## src/rtl/counter_rr_sched_if.sv

```systemverilog
// Request/grant bundle between requesters and the counter_rr_sched scheduler.
// Optional hold input is present when COUNTER_RR_SCHED_HOLD_EN is defined.
interface counter_rr_sched_if #(
   parameter int unsigned NREQ = 4,
   parameter int unsigned CW   = 8
);
   logic [NREQ-1:0]    req;
   logic [NREQ*CW-1:0] len_i;
`ifdef COUNTER_RR_SCHED_HOLD_EN
   logic               hold;
`endif
   logic [NREQ-1:0]    gnt;
   logic [CW-1:0]      cnt;
   logic               cnt_en;
   logic [NREQ-1:0]    done;
   logic               busy;

   modport master (
      output req,
      output len_i,
`ifdef COUNTER_RR_SCHED_HOLD_EN
      output hold,
`endif
      input  gnt,
      input  cnt,
      input  cnt_en,
      input  done,
      input  busy
   );

   modport slave (
      input  req,
      input  len_i,
`ifdef COUNTER_RR_SCHED_HOLD_EN
      input  hold,
`endif
      output gnt,
      output cnt,
      output cnt_en,
      output done,
      output busy
   );
endinterface

```

## src/rtl/counter_rr_sched.sv

```systemverilog
// Round-robin scheduler sharing one up-counter among NREQ requesters.
// Each grant runs cnt from 0 to the requester's terminal count, then pulses done.
// Optional feature macro: COUNTER_RR_SCHED_HOLD_EN (adds a hold input that freezes the run).
module counter_rr_sched #(
   parameter int unsigned NREQ = 4,
   parameter int unsigned CW   = 8
) (
   input  logic              clk,
   input  logic              rst,
   counter_rr_sched_if.slave bus
);
   localparam int unsigned IW = (NREQ > 1) ? $clog2(NREQ) : 1;

   typedef enum logic [1:0] {IDLE, RUN, DONE} state_t;

   state_t          state;
   logic [IW-1:0]   ptr;
   logic [IW-1:0]   idx_q;
   logic [CW-1:0]   len_q;
   logic [CW-1:0]   cnt_q;
   logic [NREQ-1:0] gnt_q;
   logic [NREQ-1:0] done_q;
   logic            en_q;
   logic            busy_q;

   logic            sel_found;
   logic [IW-1:0]   sel_idx;
   logic [CW-1:0]   sel_len;
   logic [CW-1:0]   cnt_inc;

   function automatic logic [NREQ-1:0] onehot(input logic [IW-1:0] i);
      return NREQ'(1) << i;
   endfunction

   // First requesting index searching upward from ptr+1; lower offsets override higher ones.
   always_comb begin
      sel_found = 1'b0;
      sel_idx   = ptr;
      for (int k = int'(NREQ); k >= 1; k--) begin
         if (bus.req[IW'((32'(ptr) + 32'(k)) % NREQ)]) begin
            sel_found = 1'b1;
            sel_idx   = IW'((32'(ptr) + 32'(k)) % NREQ);
         end
      end
      sel_len = bus.len_i[32'(sel_idx)*CW +: CW];
      cnt_inc = CW'(cnt_q + CW'(1));
   end

   // Scheduler FSM; en_q anticipates whether the counter advances in the coming cycle.
   always_ff @(posedge clk or posedge rst) begin
      if (rst) begin
         state  <= IDLE;
         ptr    <= IW'(NREQ - 1);
         idx_q  <= '0;
         len_q  <= '0;
         cnt_q  <= '0;
         gnt_q  <= '0;
         done_q <= '0;
         en_q   <= 1'b0;
         busy_q <= 1'b0;
      end else begin
         done_q <= '0;
         case (state)
            IDLE: begin
               if (sel_found) begin
                  idx_q  <= sel_idx;
                  ptr    <= sel_idx;
                  len_q  <= sel_len;
                  cnt_q  <= '0;
                  gnt_q  <= onehot(sel_idx);
                  en_q   <= (sel_len != '0);
                  busy_q <= 1'b1;
                  state  <= RUN;
               end
            end
            RUN: begin
               if (!bus.req[idx_q]) begin
                  // Aborted run: no done pulse, ptr already sits on the aborted index
                  state  <= IDLE;
                  gnt_q  <= '0;
                  cnt_q  <= '0;
                  en_q   <= 1'b0;
                  busy_q <= 1'b0;
`ifdef COUNTER_RR_SCHED_HOLD_EN
               end else if (bus.hold) begin
                  // Frozen: counter, grant and terminal-count check all wait
                  cnt_q <= cnt_q;
`endif
               end else if (cnt_q == len_q) begin
                  state  <= DONE;
                  gnt_q  <= '0;
                  done_q <= onehot(idx_q);
                  en_q   <= 1'b0;
               end else begin
                  cnt_q <= cnt_inc;
                  en_q  <= (cnt_inc != len_q);
               end
            end
            DONE: begin
               state  <= IDLE;
               cnt_q  <= '0;
               busy_q <= 1'b0;
            end
            default: begin
               state  <= IDLE;
               gnt_q  <= '0;
               cnt_q  <= '0;
               en_q   <= 1'b0;
               busy_q <= 1'b0;
            end
         endcase
      end
   end

   assign bus.gnt  = gnt_q;
   assign bus.cnt  = cnt_q;
   assign bus.done = done_q;
   assign bus.busy = busy_q;
`ifdef COUNTER_RR_SCHED_HOLD_EN
   assign bus.cnt_en = en_q & ~bus.hold;
`else
   assign bus.cnt_en = en_q;
`endif

endmodule

```

## src/flat_wrapper.sv

```systemverilog
// flat-port wrapper written by rule: the top's interface ports become plain ports
module counter_rr_sched_flat 
#(
   parameter int unsigned NREQ = 4,
   parameter int unsigned CW   = 8
)
  (clk, rst, bus_req, bus_len_i, bus_gnt, bus_cnt, bus_cnt_en, bus_done, bus_busy);
  counter_rr_sched_if #(.NREQ(NREQ), .CW(CW)) bus_i ();
  input  logic clk;
  input  logic rst;
  input wire logic [$bits(bus_i.req)-1:0] bus_req;
  input wire logic [$bits(bus_i.len_i)-1:0] bus_len_i;
  output wire logic [$bits(bus_i.gnt)-1:0] bus_gnt;
  output wire logic [$bits(bus_i.cnt)-1:0] bus_cnt;
  output wire logic [$bits(bus_i.cnt_en)-1:0] bus_cnt_en;
  output wire logic [$bits(bus_i.done)-1:0] bus_done;
  output wire logic [$bits(bus_i.busy)-1:0] bus_busy;
  assign bus_i.req = bus_req;
  assign bus_i.len_i = bus_len_i;
  assign bus_gnt = bus_i.gnt;
  assign bus_cnt = bus_i.cnt;
  assign bus_cnt_en = bus_i.cnt_en;
  assign bus_done = bus_i.done;
  assign bus_busy = bus_i.busy;
  counter_rr_sched #(.NREQ(NREQ), .CW(CW)) u_core (.clk(clk), .rst(rst), .bus(bus_i));
endmodule
```

## config.mk

```make
export PLATFORM = sky130hd
export DESIGN_NAME = counter_rr_sched_flat
export DESIGN_NICKNAME = d
export VERILOG_FILES = /design/src/rtl/counter_rr_sched_if.sv /design/src/rtl/counter_rr_sched.sv /design/src/flat_wrapper.sv
export SDC_FILE = /design/constraint.sdc
export NUM_CORES = 1
export LEC_CHECK = 0
export CORE_UTILIZATION = 30
export CTS_BUF_LIST = sky130_fd_sc_hd__clkbuf_8 sky130_fd_sc_hd__clkbuf_16
export DETAILED_ROUTE_END_ITERATION = 10
export PLACE_DENSITY = 0.53
export SLEW_MARGIN = 20
export SYNTH_ARGS = -nofsm -noshare
export SYNTH_HDL_FRONTEND = slang
export SYNTH_SLANG_ARGS = --single-unit
```

## constraint.sdc

```tcl
create_clock -name clk -period 2.78 [get_ports clk]
set_input_delay 0.556 -clock clk [delete_from_list [all_inputs] [get_ports clk]]
set_output_delay 0.556 -clock clk [all_outputs]
set_load 0.01 [all_outputs]
```

== Word-level counts from Yosys, hierarchy flattened ==
Index checks and enable logic that the tools add are counted.

* Register bits: 32
* Output and inout bits: 18
* Word-level logic and storage cells: 79

* $add $sub $neg: 5
* Magnitude comparators: 5
* Equal/unequal tests: 8
* Shift operators: 3
* Multiplexer cells: 40
* Bitwise logic cells: 1
* Reduce and logical (&&, ||, !) cells: 8

{| class="wikitable"
|+ Operators by type and width
! kind !! count
|-
| $shiftx 32x6->8 || 1
|-
| $mux 4 || 6
|-
| $mux 8 || 3
|-
| $pmux 8 s2 || 1
|-
| $lt 2x3->1 const B || 5
|-
| $mux 1 || 14
|-
| $mux 2 || 7
|-
| $pmux 4 s3 || 1
|-
| $bmux 1 s2 || 5
|-
| $reduce_and 2->1 || 5
|-
| $add 8x1->8 const B || 1
|-
| $eq 8x8->1 || 1
|-
| $ne 8x8->1 || 1
|-
| $reduce_bool 8->1 || 1
|-
| $shl 1x2->4 const A || 2
|-
| $ne 3x3->1 const B || 2
|-
| $add 2x1->2 const B || 2
|-
| $add 2x2->2 const B || 2
|-
| $pmux 2 s2 || 1
|-
| $pmux 1 s3 || 1
|-
| $reduce_and 3->1 || 1
|-
| $eq 2x1->1 const B || 1
|-
| $eq 2x2->1 const B || 1
|-
| $logic_not 2->1 || 1
|-
| other kinds (4) || 4
|}

== Depth between registers and ports, before layout ==
Gate-level depths: netlist of the first run.

* Word-level depth: 11
* Depth in mapped cells: 9
* Depth with buffers taken out: 8

== Worst setup path before layout of the first run ==
Ideal clock, no wire load.

* Path type: input to register
* Start: input port bus_req[0]
* End: register u_core.en_q, in the netlist u_core.bus.cnt_en
* Library setup time: 0.132 ns
* Arrival time: 2.199 ns
* Data required time: 2.648 ns
* Path slack: 0.449 ns
* Stages: 8
* Cells stage by stage: a21o_1 > a31oi_1 > buf_2 > mux2i_1 > mux2i_1 > or4_1 > o21ai_1 > o211ai_1

* Cells in the longest elaborated chain, start to end: 10

{| class="wikitable"
|+ Ends and longest elaborated chain
! element !! line !! text
|-
| from (decl) || flat_wrapper.sv:11 || <nowiki>input wire logic [$bits(bus_i.req)-1:0] bus_req;</nowiki>
|-
| $bmux 1 s2 || counter_rr_sched.sv:40 || <nowiki>if (bus.req[IW'((32'(ptr) + 32'(k)) % NREQ)]) begin</nowiki>
|-
| $mux 1 (not written as such) || counter_rr_sched.sv:40 ||
|-
| $mux 2 (4 in a row) || counter_rr_sched.sv:40 ||
|-
| $shiftx 32x6->8 || counter_rr_sched.sv:45 || <nowiki>sel_len = bus.len_i[32'(sel_idx)*CW +: CW];</nowiki>
|-
| $reduce_bool 8->1 || counter_rr_sched.sv:71 || <nowiki>en_q <= (sel_len != '0);</nowiki>
|-
| $mux 1 || counter_rr_sched.sv:65 || <nowiki>if (sel_found) begin</nowiki>
|-
| $pmux 1 s3 || counter_rr_sched.sv:63 || <nowiki>case (state)</nowiki>
|-
| to (signal assigned) || counter_rr_sched.sv:71 ||
|-
| to (signal assigned) || counter_rr_sched.sv:96 || <nowiki>en_q <= (cnt_inc != len_q);</nowiki>
|-
| to (decl) || counter_rr_sched.sv:23 || <nowiki>logic en_q;</nowiki>
|}

Parallel ways exist; a longest one is shown, timed or not. The select of a mux whose other input is x is not followed.
A chain may end at the register's enable or synchronous reset.

== Worst setup path in the final report of the first run ==
* Start: input port bus_req[3]
* End: register u_core.en_q, in the netlist u_core.bus.cnt_en

The elaborated chain is that of the path after synthesis.

==> metrics.yaml, run 1 <==
synth:
  synth.distinct_cells: 47
  yosys.area_share.simple: 0.161
  ys_seq_area_frac: 0.410
  ys_seq_elements: 32
  syn-mean-instance-area_um2: 10.2
  synth_mux_area_frac: 0.185
  postSynthCellCount: 191
  synth_top_flop_cell: "dfrtp_1"
  synth_edf_count: 0
  synth_top_family_by_area: "multiplexers"
  synth_area_mm2: 0.00196
  synth_fa_ha_area_frac: 0.00639
  yosysWarnings: 0
  synth_xor_area_frac: 0.0627
  synth-compound-area-share: 0.127
  synthArstFlopShare: 1.00
  syn_nets: 230
global_route:
  grt-ovfl-total: 0
  grt_pass1_wl_um: 7670
  antenna_found_initial: 0
  grt_pass1_vias: 1618
  grt_max_degree: 33
  track_usage: 0.150
placement:
  dp_hpwl_um: 3500
  io_buffers: 55
  gp_congestion: 0.815
  pre_cts_ws_ps: -86.2
  placed_cell_area_mm2: 0.00271
final_layout:
  n_antenna_cell: 0
  drive_above_1_share: 0.166
  stdcell_area_mm2: 0.00282
  layout_commonest_cell: "clkdlybuf4s50_1"
  final_cell_mix: "clkdlybuf4s50_1 (55), dfrtp_1 (30), mux2i_1 (25)"
  nets: 303
  postLayoutCoreUtil: 0.447
  num-fill-cells: 636
  area_growth_syn_to_layout_pct: 44.2
sta:
  hold_viol_final: 0
  period_minus_slack_ps: 2540
  slew_viol_final: 0
  slew_headroom: 0.520
  fmaxAchievable_mhz: 393
  rsz0062_at_grt: "false"
  fin_ws_ps: 238
  min_period_over_period: 0.914
  fin_skew_ps: 4.83
  setup_viol: 0
  tightest_slew_ps: 717
clocking:
  htreeDepth: 2
  clockRootBuffer: "clkbuf_8"
  cts.reportedPaths.clkPinSlew_ps: 60
  cts_tree: "built"
  clock_path_buffers: 2
  cts_sinks: 32
  numCtsBuffers: 5
  cts_resized: 0
  hold_buffers: 0
  cts_setup_buffers: 0
  clk_latency_ps: 290
detailed_routing:
  via_count: 1678
  initialDrtViolationCount: 95
  post-route-drc-count: 0
  firstDrtPassIters: 4
  viasPerCell: 4.91
  wl_per_cell_um: 13.6
  final_antenna_net_count: 0
  wirelength_um: 4670
setup_path:
  critPathArrivalTime_ps: 2710
  r2r_slack_ps: 410
  worstReg2RegStart: "u_core.ptr[1]$_DFFE_PP1P_"
  crit_path_max_fanout: 10
  rr_worst_depth: 8
  start_kind: "primary input"
  critPathRequiredTime_ps: 2940
  worstSetupPathType: "in2reg"
  regToRegEndpoint: "u_core.bus.cnt_en$_DFFE_PP0P_"
  end_kind: "flip-flop"
die:
  die-height_um: 82.8
  num_rows: 29
  die_area_mm2: 0.00685
  coreArea_mm2: 0.00631
  io_pins: 56
  start_util: 0.310
  chipWidth_um: 82.8
min_path:
  hold_depth: 2
  min_to: "u_core.bus.gnt[0]$_DFFE_PP0P_"
  min_path_type: "reg2reg"
  hold_start: "u_core.bus.gnt[0]$_DFFE_PP0P_"
power:
  p_leak_uw: 0.00120
  powerDensity_mw_per_mm2: 874
  ir_worst_vdd_mv: 0.401
job:
  max_cap_viol_count: 0
status:
  outcome: "finished clean"
## state kept, by name (all words and copies together) (netlist names)
name               cells
u_core.bus.done        4
u_core.bus.gnt         4
u_core.idx_q           2
u_core.state           2
u_core.ptr             2
u_core.len_q           8
u_core.bus.cnt_en      1
u_core.bus.cnt         8
u_core.bus.busy        1
## layer usage
layer	wire length, µm	track usage	vias to the layer above
met5	0	0	-
met4	79	0.0517	0
met2	2090	0.231	54
met3	253	0.0396	6
met1	2240	0.200	780
li1	-	-	838
## area by class of cell
class,instances,area (µm²),share of cell area
sequential,32,803,0.285
inverter,5,18.8,0.00665
multi-input combinational,144,1080,0.384
timing repair buffer,76,738,0.262
clock buffer,5,68.8,0.0244
tap,77,96.3,0.0341
clock inverter,3,12.5,0.00443
## cells in the mapped netlist, types with 2 or more instances
cell | number | share of area
or4_1 | 3 | 0.012
and3_1 | 4 | 0.013
a32o_1 | 2 | 0.010
xnor2_1 | 11 | 0.049
a21boi_0 | 2 | 0.0077
xor2_1 | 3 | 0.013
o31ai_1 | 2 | 0.0077
buf_2 | 3 | 0.0077
nor4_1 | 3 | 0.0096
nand2b_1 | 5 | 0.016
mux2i_1 | 25 | 0.13
nor3_2 | 2 | 0.010
a21oi_1 | 3 | 0.0077
nor2b_1 | 2 | 0.0064
mux2_2 | 8 | 0.046
dfstp_2 | 2 | 0.027
nand2_1 | 10 | 0.019
dfrtp_1 | 30 | 0.38
nor2_1 | 15 | 0.029
clkbuf_1 | 4 | 0.0077
buf_6 | 2 | 0.012
nand4b_1 | 2 | 0.0090
nor3_1 | 2 | 0.0051
o21a_1 | 3 | 0.012
or3_1 | 2 | 0.0064
inv_1 | 4 | 0.0077
o21ai_0 | 15 | 0.038
nand3_1 | 3 | 0.0077
## per-stage QoR
step                      hold slack, ps  instances  total power, µW  TNS, ps
after global routing                 526        342             2650        0
final                                486        342             2470        0
after floorplan                      474        191             1620        0
after global placement               484        333             2060    -47.6
after detailed placement             475        333             2090     -100
after CTS                            493        341             2440        0
## logic make-up after synthesis
kind of cell | after synthesis
DFF | 32
xor gates and xnor gates | 14
and+or+nand+nor | 58
AOI/OAI and AO/OA | 37
adders and majority gates | 1
buffers and inverters | 15
muxes | 34
## power breakdown
group          switching [µW]  internal, µW  total [µW]
clock                     173           168         341
sequential                173           635         807
combinational             559           759        1320
total                     904          1560        2470
## critical path: stages
cell and delay [ps]:
clkdlybuf4s50_1 510, nand3b_1 130, a31oi_4 240, buf_12 180, mux2i_1 180, mux2i_1 100, or4_1 540, o21ai_1 150
o211ai_1 100
## how the worst max path moves through the flow
stage,startpoint,end,slack (ps),depth (start not counted)
floorplan,bus_req[0],u_core.bus.cnt_en$_DFFE_PP0P_,450,8
global placement,bus_req[3],u_core.bus.cnt_en$_DFFE_PP0P_,-50,9
detailed placement,bus_req[3],u_core.bus.cnt_en$_DFFE_PP0P_,-90,9
CTS,bus_req[3],u_core.bus.cnt_en$_DFFE_PP0P_,180,9
global route,bus_req[3],u_core.bus.cnt_en$_DFFE_PP0P_,20,9
finish,bus_req[3],u_core.bus.cnt_en$_DFFE_PP0P_,240,9
No activity file was read; power rests on OpenSTA's default activity.
==> run 2, diff against run 1 <==
--- a/config.mk
+++ b/config.mk
@@ -5,6 +5,7 @@
 export SDC_FILE = /design/constraint.sdc
 export NUM_CORES = 1
 export LEC_CHECK = 0
+export CORE_MARGIN = 4
 export CORE_UTILIZATION = 30
 export CTS_BUF_LIST = sky130_fd_sc_hd__clkbuf_8 sky130_fd_sc_hd__clkbuf_16
 export DETAILED_ROUTE_END_ITERATION = 10
==> run 2 against run 1 <==
Effect of this change:
- worst hold slack improved by 3.4 ps
- non-clock buffer count fell by 1
- clock skew rose by 1.9 ps
- largest power group unchanged
==> metrics.yaml, run 2 (synthesis gave the netlist of run 1 again) <==
die:
  coreArea_mm2: 0.00635
  die-height_um: 88.8
  num_rows: 29
  die_area_mm2: 0.00788
  chipWidth_um: 88.8
  start_util: 0.308
  io_pins: 56
global_route:
  grt-ovfl-total: 0
  grt_pass1_wl_um: 7620
  track_usage: 0.125
  grt_max_degree: 33
  antenna_found_initial: 0
  grt_pass1_vias: 1577
detailed_routing:
  via_count: 1650
  wl_per_cell_um: 13.4
  viasPerCell: 4.84
  final_antenna_net_count: 0
  top_layer_used: "met4"
  wl_met1_um: 2270
  post-route-drc-count: 0
  wirelength_um: 4580
  wl_met3_um: 330
  firstDrtPassIters: 4
  wl_met2_um: 1900
  initialDrtViolationCount: 92
final_layout:
  postLayoutCoreUtil: 0.439
  stdcell_area_mm2: 0.00279
  area_growth_syn_to_layout_pct: 42.5
  stdcell_count: 341
  num-fill-cells: 603
  n_antenna_cell: 0
  nets: 302
  final-seq-area_um2: 803
  multi_input_area_mm2: 0.00107
  final_cell_mix: "clkdlybuf4s50_1 (55), dfrtp_1 (30), mux2i_1 (25)"
  layout_commonest_cell: "clkdlybuf4s50_1"
  drive_above_1_share: 0.163
setup_path:
  end_kind: "flip-flop"
  critPathRequiredTime_ps: 2940
  critPathArrivalTime_ps: 2740
  path_cells: "clkdlybuf4s50_1 > nand3b_1 > a31oi_2 > buf_12 > mux2i_1 > mux2i_1 > or4_1 > o21ai_1 > o211ai_1"
  critPathMaxStageDelay_ps: 540
  start_kind: "primary input"
  crit_path_max_fanout: 17
  cp_slowest_cell: "or4_1"
  crit_top_cell: "mux2i_1"
  worstSetupPathType: "in2reg"
job:
  max_cap_viol_count: 0
power:
  p_leak_uw: 0.00119
  ir_worst_vdd_mv: 0.323
  powerDensity_mw_per_mm2: 860
clocking:
  cts_sinks: 32
  numCtsBuffers: 5
  clockRootBuffer: "clkbuf_8"
  cts_resized: 0
  hold_buffers: 0
  htreeDepth: 2
  clock_path_buffers: 2
  cts_setup_buffers: 0
  cts_tree: "built"
  cts.reportedPaths.clkPinSlew_ps: 70
  clk_latency_ps: 290
status:
  outcome: "finished clean"
sta:
  period_minus_slack_ps: 2590
  slew_viol_final: 0
  fmaxAchievable_mhz: 387
  fin_skew_ps: 6.77
  tns_ps: 0
  hold_viol_final: 0
  tightest_slew_ps: 738
  worst_hold_slack_ps: 489
  rsz0062_at_grt: "false"
  slew_headroom: 0.507
  min_period_over_period: 0.930
  setup_viol: 0
placement:
  placed_cell_area_mm2: 0.00270
  gp_congestion: 0.745
  dp_cells: 333
  io_buffers: 55
  dp_hpwl_um: 3570
min_path:
  min_path_type: "reg2reg"
[run 2: changes by cell type in the layout (fill, tap and decap cells not counted), sizes merged]
| cell | delta |
|---|---|
| clkbuf | -1 |
[run 2: critical path: cells and delay by family]
kind,cells,cell delay (ps)
AOI/OAI and AO/OA,3,500
muxes,2,300
and+or+nand+nor,2,640
buffers and inverters,2,730
[run 2: layout make-up]
type | count | area share
clock buffers | 5 | 0.0247
clock inverters | 3 | 0.00449
inverters | 5 | 0.00673
multi-input cells | 144 | 0.386
flip-flops and latches | 32 | 0.288
well taps | 77 | 0.0346
repair buffers | 75 | 0.256
[run 2: power breakdown]
group | internal [µW] | switching [µW] | leakage, µW
logic | 719 | 535 | 0.000730
clock network | 168 | 170 | 0.0000505
registers | 635 | 171 | 0.000404
[run 2: per-layer routing]
metal  vias up  global-route usage
met5         -                   0
met4         0              0.0453
met3         5              0.0428
met2        50               0.182
met1       758               0.171
li1        837                   -
[run 2: final timing paths]
kind	cells after the start	start	to	slack, ps
max	9	bus_req[3]	u_core.bus.cnt_en$_DFFE_PP0P_	190
min	2	u_core.bus.gnt[0]$_DFFE_PP0P_	u_core.bus.gnt[0]$_DFFE_PP0P_	490
max reg2reg	8	u_core.ptr[1]$_DFFE_PP1P_	u_core.bus.cnt_en$_DFFE_PP0P_	380
min reg2reg	2	u_core.bus.gnt[0]$_DFFE_PP0P_	u_core.bus.gnt[0]$_DFFE_PP0P_	490
max in group asynchronous	3	rst	u_core.ptr[0]$_DFFE_PP1P_	1790
min in group asynchronous	3	rst	u_core.bus.cnt[5]$_DFFE_PP0P_	660
[run 2: through the flow]
stage / worst slack (ps) / power (µW)
floorplan: 449 / 1620
global placement: -70.6 / 2070
detailed placement: -104 / 2080
CTS: 199 / 2430
global route: 108 / 2590
finish: 194 / 2400
